### config.mk
export PLATFORM = sky130hd
export DESIGN_NAME = logic_table_sweeper
export DESIGN_NICKNAME = d
export VERILOG_FILES = /design/src/rtl/logic_sweep_pkg.sv /design/src/rtl/logic_gate_unit.sv /design/src/rtl/logic_table_sweeper.sv
export SDC_FILE = /design/constraint.sdc
export NUM_CORES = 1
export LEC_CHECK = 0
export ABC_AREA = 1
export CORE_MARGIN = 2
export CORE_UTILIZATION = 48
export DETAILED_ROUTE_END_ITERATION = 10
export PLACE_DENSITY_LB_ADDON = 0.15
export SLEW_MARGIN = 15
export SYNTH_ARGS = -nofsm -noshare
export SYNTH_HDL_FRONTEND = slang
export SYNTH_SLANG_ARGS = --single-unit
export TNS_END_PERCENT = 20
### constraint.sdc
create_clock -name clk -period 2.2 [get_ports clk]
set_input_delay 0.44 -clock clk [delete_from_list [all_inputs] [get_ports clk]]
set_output_delay 0.44 -clock clk [all_outputs]
set_load 0.01 [all_outputs]
### src/rtl/logic_sweep_pkg.sv
// Shared encodings for the logic table sweeper: function select codes and FSM states.
package logic_sweep_pkg;

  typedef enum logic [2:0] {
    OP_AND  = 3'd0,
    OP_OR   = 3'd1,
    OP_NAND = 3'd2,
    OP_NOR  = 3'd3,
    OP_XOR  = 3'd4,
    OP_XNOR = 3'd5,
    OP_ANB  = 3'd6,
    OP_NAXB = 3'd7
  } op_e;

  typedef enum logic [1:0] {
    S_IDLE = 2'd0,
    S_RUN  = 2'd1,
    S_DONE = 2'd2
  } state_e;

endpackage

### src/rtl/logic_gate_unit.sv
// Gate-primitive implementation of the W-bit bitwise logic function, one primitive set per bit.
module logic_gate_unit
  import logic_sweep_pkg::*;
#(
  parameter int W = 4
) (
  input  logic [2:0]   op_i,
  input  logic [W-1:0] a_i,
  input  logic [W-1:0] b_i,
  output logic [W-1:0] s_o
);

  for (genvar i = 0; i < W; i++) begin : g_bit
    logic g_and, g_or, g_nand, g_nor, g_xor, g_xnor, g_na, g_anb, g_naxb;
    logic sel;

    and  u_and  (g_and,  a_i[i], b_i[i]);
    or   u_or   (g_or,   a_i[i], b_i[i]);
    nand u_nand (g_nand, a_i[i], b_i[i]);
    nor  u_nor  (g_nor,  a_i[i], b_i[i]);
    xor  u_xor  (g_xor,  a_i[i], b_i[i]);
    xnor u_xnor (g_xnor, a_i[i], b_i[i]);
    not  u_na   (g_na,   a_i[i]);
    and  u_anb  (g_anb,  g_na,   b_i[i]);
    xor  u_naxb (g_naxb, g_na,   b_i[i]);

    always_comb begin
      sel = g_and;
      case (op_i)
        OP_AND:  sel = g_and;
        OP_OR:   sel = g_or;
        OP_NAND: sel = g_nand;
        OP_NOR:  sel = g_nor;
        OP_XOR:  sel = g_xor;
        OP_XNOR: sel = g_xnor;
        OP_ANB:  sel = g_anb;
        OP_NAXB: sel = g_naxb;
        default: sel = g_and;
      endcase
    end

    assign s_o[i] = sel;
  end

endmodule

### src/rtl/logic_table_sweeper.sv
// Sweeps every (a, b) operand pair, compares the gate and expression forms of the selected
// function, counts mismatches and captures the first failing vector.
module logic_table_sweeper
  import logic_sweep_pkg::*;
#(
  parameter int W = 4
) (
  input  logic           clk,
  input  logic           rst,
  input  logic           start,
  input  logic [2:0]     op,
  input  logic           inj_en,
  output logic           busy,
  output logic           done,
  output logic [W-1:0]   a_out,
  output logic [W-1:0]   b_out,
  output logic [W-1:0]   s_gate,
  output logic [W-1:0]   s_expr,
  output logic           mismatch,
  output logic [2*W:0]   err_count,
  output logic           first_err_valid,
  output logic [W-1:0]   first_err_a,
  output logic [W-1:0]   first_err_b
);

  localparam int VW = 2 * W;
  localparam logic [VW-1:0] VEC_LAST = '1;
  localparam logic [VW-1:0] VEC_ONE  = VW'(1);
  localparam logic [VW:0]   ERR_ONE  = (VW + 1)'(1);

  state_e          state_q, state_d;
  logic [VW-1:0]   vec_q, vec_d;
  logic [2:0]      op_q, op_d;
  logic            inj_q, inj_d;
  logic [VW:0]     err_q, err_d;
  logic            fev_q, fev_d;
  logic [W-1:0]    fea_q, fea_d;
  logic [W-1:0]    feb_q, feb_d;

  logic [W-1:0]    gate_raw;
  logic [W-1:0]    inj_mask;
  logic [W-1:0]    expr;

  assign a_out = vec_q[VW-1:W];
  assign b_out = vec_q[W-1:0];

  logic_gate_unit #(.W(W)) u_gate (
    .op_i (op_q),
    .a_i  (a_out),
    .b_i  (b_out),
    .s_o  (gate_raw)
  );

  // Fault injection only ever touches bit 0, and only on vectors where a[0] is set.
  always_comb begin
    inj_mask    = '0;
    inj_mask[0] = inj_q & a_out[0];
  end

  assign s_gate = gate_raw ^ inj_mask;

  always_comb begin
    expr = '0;
    case (op_q)
      OP_AND:  expr = a_out & b_out;
      OP_OR:   expr = a_out | b_out;
      OP_NAND: expr = ~(a_out & b_out);
      OP_NOR:  expr = ~(a_out | b_out);
      OP_XOR:  expr = a_out ^ b_out;
      OP_XNOR: expr = ~(a_out ^ b_out);
      OP_ANB:  expr = ~a_out & b_out;
      OP_NAXB: expr = ~a_out ^ b_out;
      default: expr = '0;
    endcase
  end

  assign s_expr          = expr;
  assign busy            = (state_q == S_RUN);
  assign done            = (state_q == S_DONE);
  assign mismatch        = busy && (s_gate != s_expr);
  assign err_count       = err_q;
  assign first_err_valid = fev_q;
  assign first_err_a     = fea_q;
  assign first_err_b     = feb_q;

  always_comb begin
    state_d = state_q;
    vec_d   = vec_q;
    op_d    = op_q;
    inj_d   = inj_q;
    err_d   = err_q;
    fev_d   = fev_q;
    fea_d   = fea_q;
    feb_d   = feb_q;
    case (state_q)
      S_IDLE: begin
        if (start) begin
          op_d    = op;
          inj_d   = inj_en;
          vec_d   = '0;
          err_d   = '0;
          fev_d   = 1'b0;
          state_d = S_RUN;
        end
      end
      S_RUN: begin
        if (mismatch) begin
          err_d = err_q + ERR_ONE;
          if (!fev_q) begin
            fev_d = 1'b1;
            fea_d = a_out;
            feb_d = b_out;
          end
        end
        // Hold the last vector through DONE so the final operands stay visible.
        if (vec_q == VEC_LAST) begin
          state_d = S_DONE;
        end else begin
          vec_d = vec_q + VEC_ONE;
        end
      end
      S_DONE:  state_d = S_IDLE;
      default: state_d = S_IDLE;
    endcase
  end

  always_ff @(posedge clk) begin
    if (rst) begin
      state_q <= S_IDLE;
      vec_q   <= '0;
      op_q    <= '0;
      inj_q   <= 1'b0;
      err_q   <= '0;
      fev_q   <= 1'b0;
      fea_q   <= '0;
      feb_q   <= '0;
    end else begin
      state_q <= state_d;
      vec_q   <= vec_d;
      op_q    <= op_d;
      inj_q   <= inj_d;
      err_q   <= err_d;
      fev_q   <= fev_d;
      fea_q   <= fea_d;
      feb_q   <= feb_d;
    end
  end

endmodule

==> impl_metrics.csv, run 1 <==
group,metric,value,unit
setup_path,critical_path_data_arrival_time,2020,ps
die,initial_core_util,50.0,%
setup_path,worst_r2r_dst,"err_count[0]",
sta,finalWorstSetupSlack,-265,ps
synth,synth.area.top_cells,"sky130_fd_sc_hd__dfxtp_1, sky130_fd_sc_hd__nand2_1, sky130_fd_sc_hd__inv_1",
final_layout,n_antenna_cell,0,
final_layout,layout-area-overhead-vs-synth,57.0,%
setup_path,worstPathMaxFanout,3,
grt,via_count_of_the_first_global_routing_pass,2343,
synth,yosys_warnings,0,
synth,area_share_of_the_largest_cell_type_after_synthesis,27.1,%
setup_path,required,1760,ps
setup_path,crit_path_max_incr_delay,360,ps
clocking,clock_tree_from_tritoncts,"yes",
sta,slew_viols_final,0,
power,leakagePower,1.72,nW
placed_design,dp_worst_setup_slack,-386,ps
setup_path,path_buf_inv,4,
sta,grt_setup_unrepaired,"true",
clocking,cts-buffers-inserted,5,
sta,clock_skew,5.22,ps
setup_path,worst_r2r_startpoint,"vec_q[3]",
route,drt-vias-per-instance,4.99,
route,routed_wl,7070,microns
power,ir_drop,478,uV
min_path,worst_hold_startpoint,"state_q[0]",
power,power-per-cell-area,514,nW/um^2
die,die_area,5500,sq um
placed_design,place_congestion,0.870,
synth,yosysMostFrequentCell,"sky130_fd_sc_hd__nand2_1",
job,maximum_capacitance_violations,0,
synth,synth_cell_type_count,32,
synth,synth.cells.most_frequent,"sky130_fd_sc_hd__nand2_1, sky130_fd_sc_hd__inv_1, sky130_fd_sc_hd__nor2_1",
clocking,clock_latency_reported_for_the_late_side_of_the_worst_skew_pair,290,ps
die,fp-row-count,25,
synth,syn-cell-area,2360,sq um
min_path,hold-path-cell-count,2,
grt,globalRoute.totalOverflow,0,
route,drt-initial-drc-count,172,
sta,hold_violations,0,
clocking,clock_tree.root_cell,"sky130_fd_sc_hd__clkbuf_8",
route,wire_per_inst,13.0,microns
placed_design,place_hpwl,4660,microns
grt,gr-usage-all-layers,24.5,%
synth,synth_enable_flop_cells,0,
sta,finalSetupViolCount,11,
min_path,hold_path.class,"reg -> reg",
min_path,holdPathEnd,"state_q[1]",
setup_path,timing.critical_path.from_type,"flip-flop",
synth,async_s_r_ff_share_synth,0,%
grt,grt_start_max_net_pins,17,
final_layout,post_route_cells_drive_above_1_share,39.6,%
placed_design,port_buffers,43,
synth,flip_flop_and_latch_count_after_synthesis,32,
synth,yosys.area.top_type,"sky130_fd_sc_hd__dfxtp_1",
synth,yosys_most_used_dff,"sky130_fd_sc_hd__dfxtp_1",
route,num_vias,2707,
synth,postSynthNetCount,385,
route,drtPass1Iterations,4,
synth,synth_sequential_area_ratio,27.1,%
clocking,cts_max_level,2,
placed_design,dp_cells,516,
final_layout,layout.core_utilization,78.5,%
sta,totalNegativeSetupSlack,-914,ps
route,antenna_left,0,
grt,grt_first_pass_wirelength,10500,microns
setup_path,cp-end-kind,"primary output",
setup_path,startpoint,"vec_q[3]",
clocking,clock_sink_count,32,
setup_path,setup.reg_to_reg.worst_slack,-60,ps
outcome,outcome,"finished, violations left",
setup_path,timing.critical_path.max_delay_family,"simple AND/OR/NAND/NOR gates",
die,die_width,74.2,microns
final_layout,final_cells,542,
sta,maxClockFrequency,406,MHz
clocking,cts.clk_slew.worst_paths,70,ps
final_layout,fin_nets,496,
clocking,clockBufferDepth,2,
setup_path,crit_chain,"buf_6, ha_4, inv_2, o211ai_1, nand2_1, nor2_4, nand4_1, nand2_2, nor2_4, nand3_4, nand2_4, inv_2, buf_6",
die,placeableCoreArea,4720,sq um
die,io-pin-count,44,
sta,slew-limit-headroom,71.1,%
outcome,violations_in_the_final_reports,"negative setup slack",
sta,finalCriticalPeriod,2460,ps
die,die_h,74.2,microns
synth,synthesis.instances,364,
setup_path,criticalPathCategory,"reg -> out",
sta,timing_worst_slew_pin_value,433,ps
setup_path,critical_path.slowest_cell,"sky130_fd_sc_hd__dfxtp_2",
sta,layout_worst_path_cycle_share,112,%
synth,synth_area_per_cell,6.49,sq um
setup_path,worst_r2r_path_depth,16,
grt,antenna_found_initial,0,
route,post-route-drc-count,0,
power,total_power,1.91,mW
final cells by class:
cell class / count / area (sq um)
Tap cell: 67 / 83.8
Clock buffer: 7 / 96.3
Multi-Input combinational cell: 257 / 1630
Inverter: 65 / 248
Sequential cell: 32 / 667
Fill cell: 335 / 1010
Timing Repair Buffer: 114 / 985
worst max path at each step:
| stage | endpoint | slack [ps] | cells after the start |
|---|---|---|---|
| 2_1_floorplan | mismatch | 2 | 11 |
| 3_3_place_gp | mismatch | -350 | 13 |
| 3_5_place_dp | mismatch | -390 | 13 |
| 4_1_cts | mismatch | -190 | 13 |
| 5_1_grt | mismatch | -350 | 13 |
| 6_report | mismatch | -260 | 13 |
sequential cells by signal (all words and copies together), names as in the netlist:
name             count
inj_q                1
op_q                 3
state_q              2
first_err_b          4
vec_q                8
first_err_valid      1
first_err_a          4
err_count            9
repair_timing:
item,in CTS,in global routing
pin swaps,26,28
setup endpoints to repair,10,28
gates resized for setup,73,50
gates cloned,0,1
buffers inserted,9,10
hold buffers,0,0
hold endpoints to repair,0,0
stage by stage:
stage	instance area [sq um]	hold slack (ps)
after global routing	3710	540
after CTS	3470	482
after detailed placement	3210	473
final	3710	504
after global placement	3210	463
after floorplan	2370	442
worst min-delay path, stage by stage (launching register included):
cell and delay (ps):
sky130_fd_sc_hd__dfxtp_1 320, sky130_fd_sc_hd__inv_1 80, sky130_fd_sc_hd__nor4_1 50
cells by family (layout without fill, tap and decap cells):
kind of cell               count (synthesis)  after routing  synth area share [%]
AOI/OAI and AO/OA                         38             38                  8.69
DFF                                       32             32                  27.1
xor gates and xnor gates                   6              6                  2.22
adders and majority gates                 14             14                  7.42
and+or+nand+nor                          198            199                  40.9
buffers and inverters                     76            186                  13.7
layout by cell type, fill, tap and decap left out, types with 16 or more instances in the layout:
master	n
sky130_fd_sc_hd__inv_2	25
sky130_fd_sc_hd__dfxtp_1	21
sky130_fd_sc_hd__inv_1	38
sky130_fd_sc_hd__nand3_1	23
sky130_fd_sc_hd__nor2_1	46
sky130_fd_sc_hd__nand2_1	64
sky130_fd_sc_hd__a21oi_1	20
sky130_fd_sc_hd__buf_4	58
sky130_fd_sc_hd__nand3_2	16
sky130_fd_sc_hd__clkdlybuf4s50_1	34
metal layers:
layer | vias to the layer above | wire length (microns) | share of wire [%] | GRT usage (%)
li1 | 1367 | - | - | -
met1 | 1251 | 2990 | 42 | 30.0
met2 | 75 | 3690 | 52 | 43.7
met3 | 14 | 280 | 4.0 | 4.20
met4 | 0 | 116 | 1.6 | 7.47
met5 | - | 0 | 0 | 0
power breakdown:
group          internal [mW]  switching [mW]
Clock                  0.279           0.222
Sequential             0.616          0.0307
Combinational          0.358           0.403
(Power assumes the default switching activity.)
==> run 2: changes to the inputs <==
CELL_PAD_IN_SITES_DETAIL_PLACEMENT = 0   (was unset)
CELL_PAD_IN_SITES_GLOBAL_PLACEMENT = 1   (was unset)
CORE_UTILIZATION = 39   (was 48)
PLACE_DENSITY = 0.85   (was unset)
PLACE_DENSITY_LB_ADDON = unset   (was 0.15)
clock period = 2.86 ns   (was 2.2 ns; I/O delays follow)
==> run 2 against run 1 <==
Against the previous run:
- the run now ends clean
- clock power shrank 27%
- count of clock-buffer cells in the layout shrank 1
- first-iteration DRC count shrank 62%
- wire length shrank 14%
- sequential share of layout area grew 3.1 points
- utilization shrank 26 points
- non-clock buffer count shrank 51
- clock skew grew 3.1 ps
- sequential power shrank 23%
- design area shrank 17%
- flip-flop and latch count is the same
- global-route usage shrank 5.4 points
- largest cell class unchanged
==> impl_metrics.csv, run 2 (synthesized netlist as in run 1, its figures left out) <==
group,metric,value,unit
final_layout,layout.core_utilization,52.6,%
sta,timing_worst_slew_pin_value,476,ps
final_layout,n_antenna_cell,0,
route,antenna_left,0,
clocking,cts.clk_slew.worst_paths,70,ps
setup_path,critical_path_data_arrival_time,2140,ps
route,drt-initial-drc-count,66,
die,die_area,6700,sq um
route,drtPass1Iterations,4,
clocking,clock_tree.root_cell,"sky130_fd_sc_hd__clkbuf_8",
job,maximum_capacitance_violations,0,
placed_design,port_buffers,43,
sta,slew-limit-headroom,68.2,%
clocking,clockBufferDepth,2,
setup_path,worstPathMaxFanout,8,
die,fp-row-count,28,
setup_path,timing.critical_path.from_type,"flip-flop",
sta,finalWorstSetupSlack,151,ps
setup_path,critical-path-top-cell-by-count,"sky130_fd_sc_hd__inv_2",
grt,gr-usage-all-layers,19.1,%
placed_design,dp_worst_setup_slack,73.1,ps
die,io-pin-count,44,
die,placeableCoreArea,5890,sq um
placed_design,place_congestion,0.896,
route,routed_wl,6080,microns
final_layout,final_cell_area,3090,sq um
route,drt-vias-per-instance,4.82,
power,ir_drop,315,uV
final_layout,largest_register_ffs,9,
sta,slew_viols_final,0,
placed_design,dp_cells,491,
route,post-route-drc-count,0,
grt,via_count_of_the_first_global_routing_pass,2169,
route,num_vias,2404,
die,initial_core_util,40.1,%
grt,globalRoute.totalOverflow,0,
setup_path,crit_path_max_incr_delay,570,ps
final_layout,layout-area-overhead-vs-synth,30.9,%
power,power-per-cell-area,426,nW/um^2
setup_path,cp-end-kind,"primary output",
sta,layout_worst_path_cycle_share,94.7,%
sta,hold_violations,0,
clocking,clock_tree_from_tritoncts,"yes",
setup_path,criticalPathCategory,"reg -> out",
final_layout,layout_common_cells,"sky130_fd_sc_hd__nand2_1, sky130_fd_sc_hd__inv_1, sky130_fd_sc_hd__nor2_1, sky130_fd_sc_hd__clkdlybuf4s50_1, sky130_fd_sc_hd__nand3_1",
clocking,cts-buffers-inserted,5,
final_layout,final_cells,499,
sta,maxClockFrequency,369,MHz
placed_design,place_hpwl,4740,microns
clocking,cts_hold_repair.buffers,0,
final_layout,fin_nets,444,
final_layout,mostFrequentLayoutCell,"sky130_fd_sc_hd__nand2_1",
sta,totalNegativeSetupSlack,0,ps
power,total_power,1.32,mW
sta,fin_worst_hold_slack,478,ps
power,leakagePower,1.44,nW
grt,grt_start_max_net_pins,17,
sta,grt_setup_unrepaired,"false",
clocking,clock_latency_reported_for_the_late_side_of_the_worst_skew_pair,290,ps
route,wire_per_inst,12.2,microns
placed_design,postPlaceCellArea,2960,sq um
clocking,cts_max_level,2,
clocking,cts.repair_timing.setup_buffer_count,0,
setup_path,critical_path.slowest_cell,"sky130_fd_sc_hd__clkdlybuf4s50_1",
setup_path,crit_chain,"inv_2, nand3_1, o21ai_1, inv_2, nand2_1, nor2_1, a21oi_1, clkdlybuf4s50_1",
grt,grt_first_pass_wirelength,9960,microns
clocking,clock_sink_count,32,
final_layout,post_route_cells_drive_above_1_share,17.7,%
die,die_h,81.8,microns
sta,clock_skew,8.30,ps
outcome,outcome,"finished, final reports clean",
final_layout,fill_cells,634,
sta,finalSetupViolCount,0,
die,die_width,81.8,microns
setup_path,required,2290,ps
min_path,hold_path.class,"reg -> reg",
grt,antenna_found_initial,0,
sta,finalCriticalPeriod,2710,ps
-- run 2: path summary, 6_finish.rpt --
path         slack [ps]  startpoint  cells after the start              to
max                 150     op_q[1]                      8       s_expr[1]
min                 480  state_q[1]                      1      state_q[1]
max reg2reg         720    vec_q[4]                     14  first_err_b[0]
min reg2reg         480  state_q[1]                      1      state_q[1]
-- run 2: repair_timing --
action,4_1_cts,5_1_grt
resized for setup,2,18
cloned,0,0
pin swaps,0,3
setup endpoints to repair,1,2
-- run 2: layout make-up --
type                            count  area, sq um  share of cell area (%)
Multi-Input combinational cell    256         1430                    46.1
Tap cell                           75         93.8                    3.03
Clock inverter                      2         10.0                   0.324
Clock buffer                        6         82.6                    2.67
Sequential cell                    32          653                    21.1
Inverter                           65          244                    7.89
Timing Repair Buffer               63          583                    18.9
-- run 2: worst max-delay path: cells and delay by family (launching register included) --
family | cells | cell delay [ps]
flip-flops | 1 | 370
buffers and inverters | 3 | 810
AND/OR/NAND/NOR | 3 | 300
AO/OA/AOI/OAI | 2 | 360
-- run 2: report_power, final --
| part | switching [mW] | internal [mW] | leakage (nW) | total, mW |
|---|---|---|---|---|
| registers | 0.0250 | 0.476 | 0.264 | 0.501 |
| clock network | 0.172 | 0.192 | 0.0510 | 0.364 |
| logic | 0.257 | 0.197 | 1.12 | 0.454 |
-- run 2: metal layers --
layer | GRT usage (%) | part of all wire (%)
met5 | 0 | 0
met4 | 5.33 | 1.1
met3 | 3.85 | 3.1
met2 | 29.3 | 45
met1 | 27.1 | 51
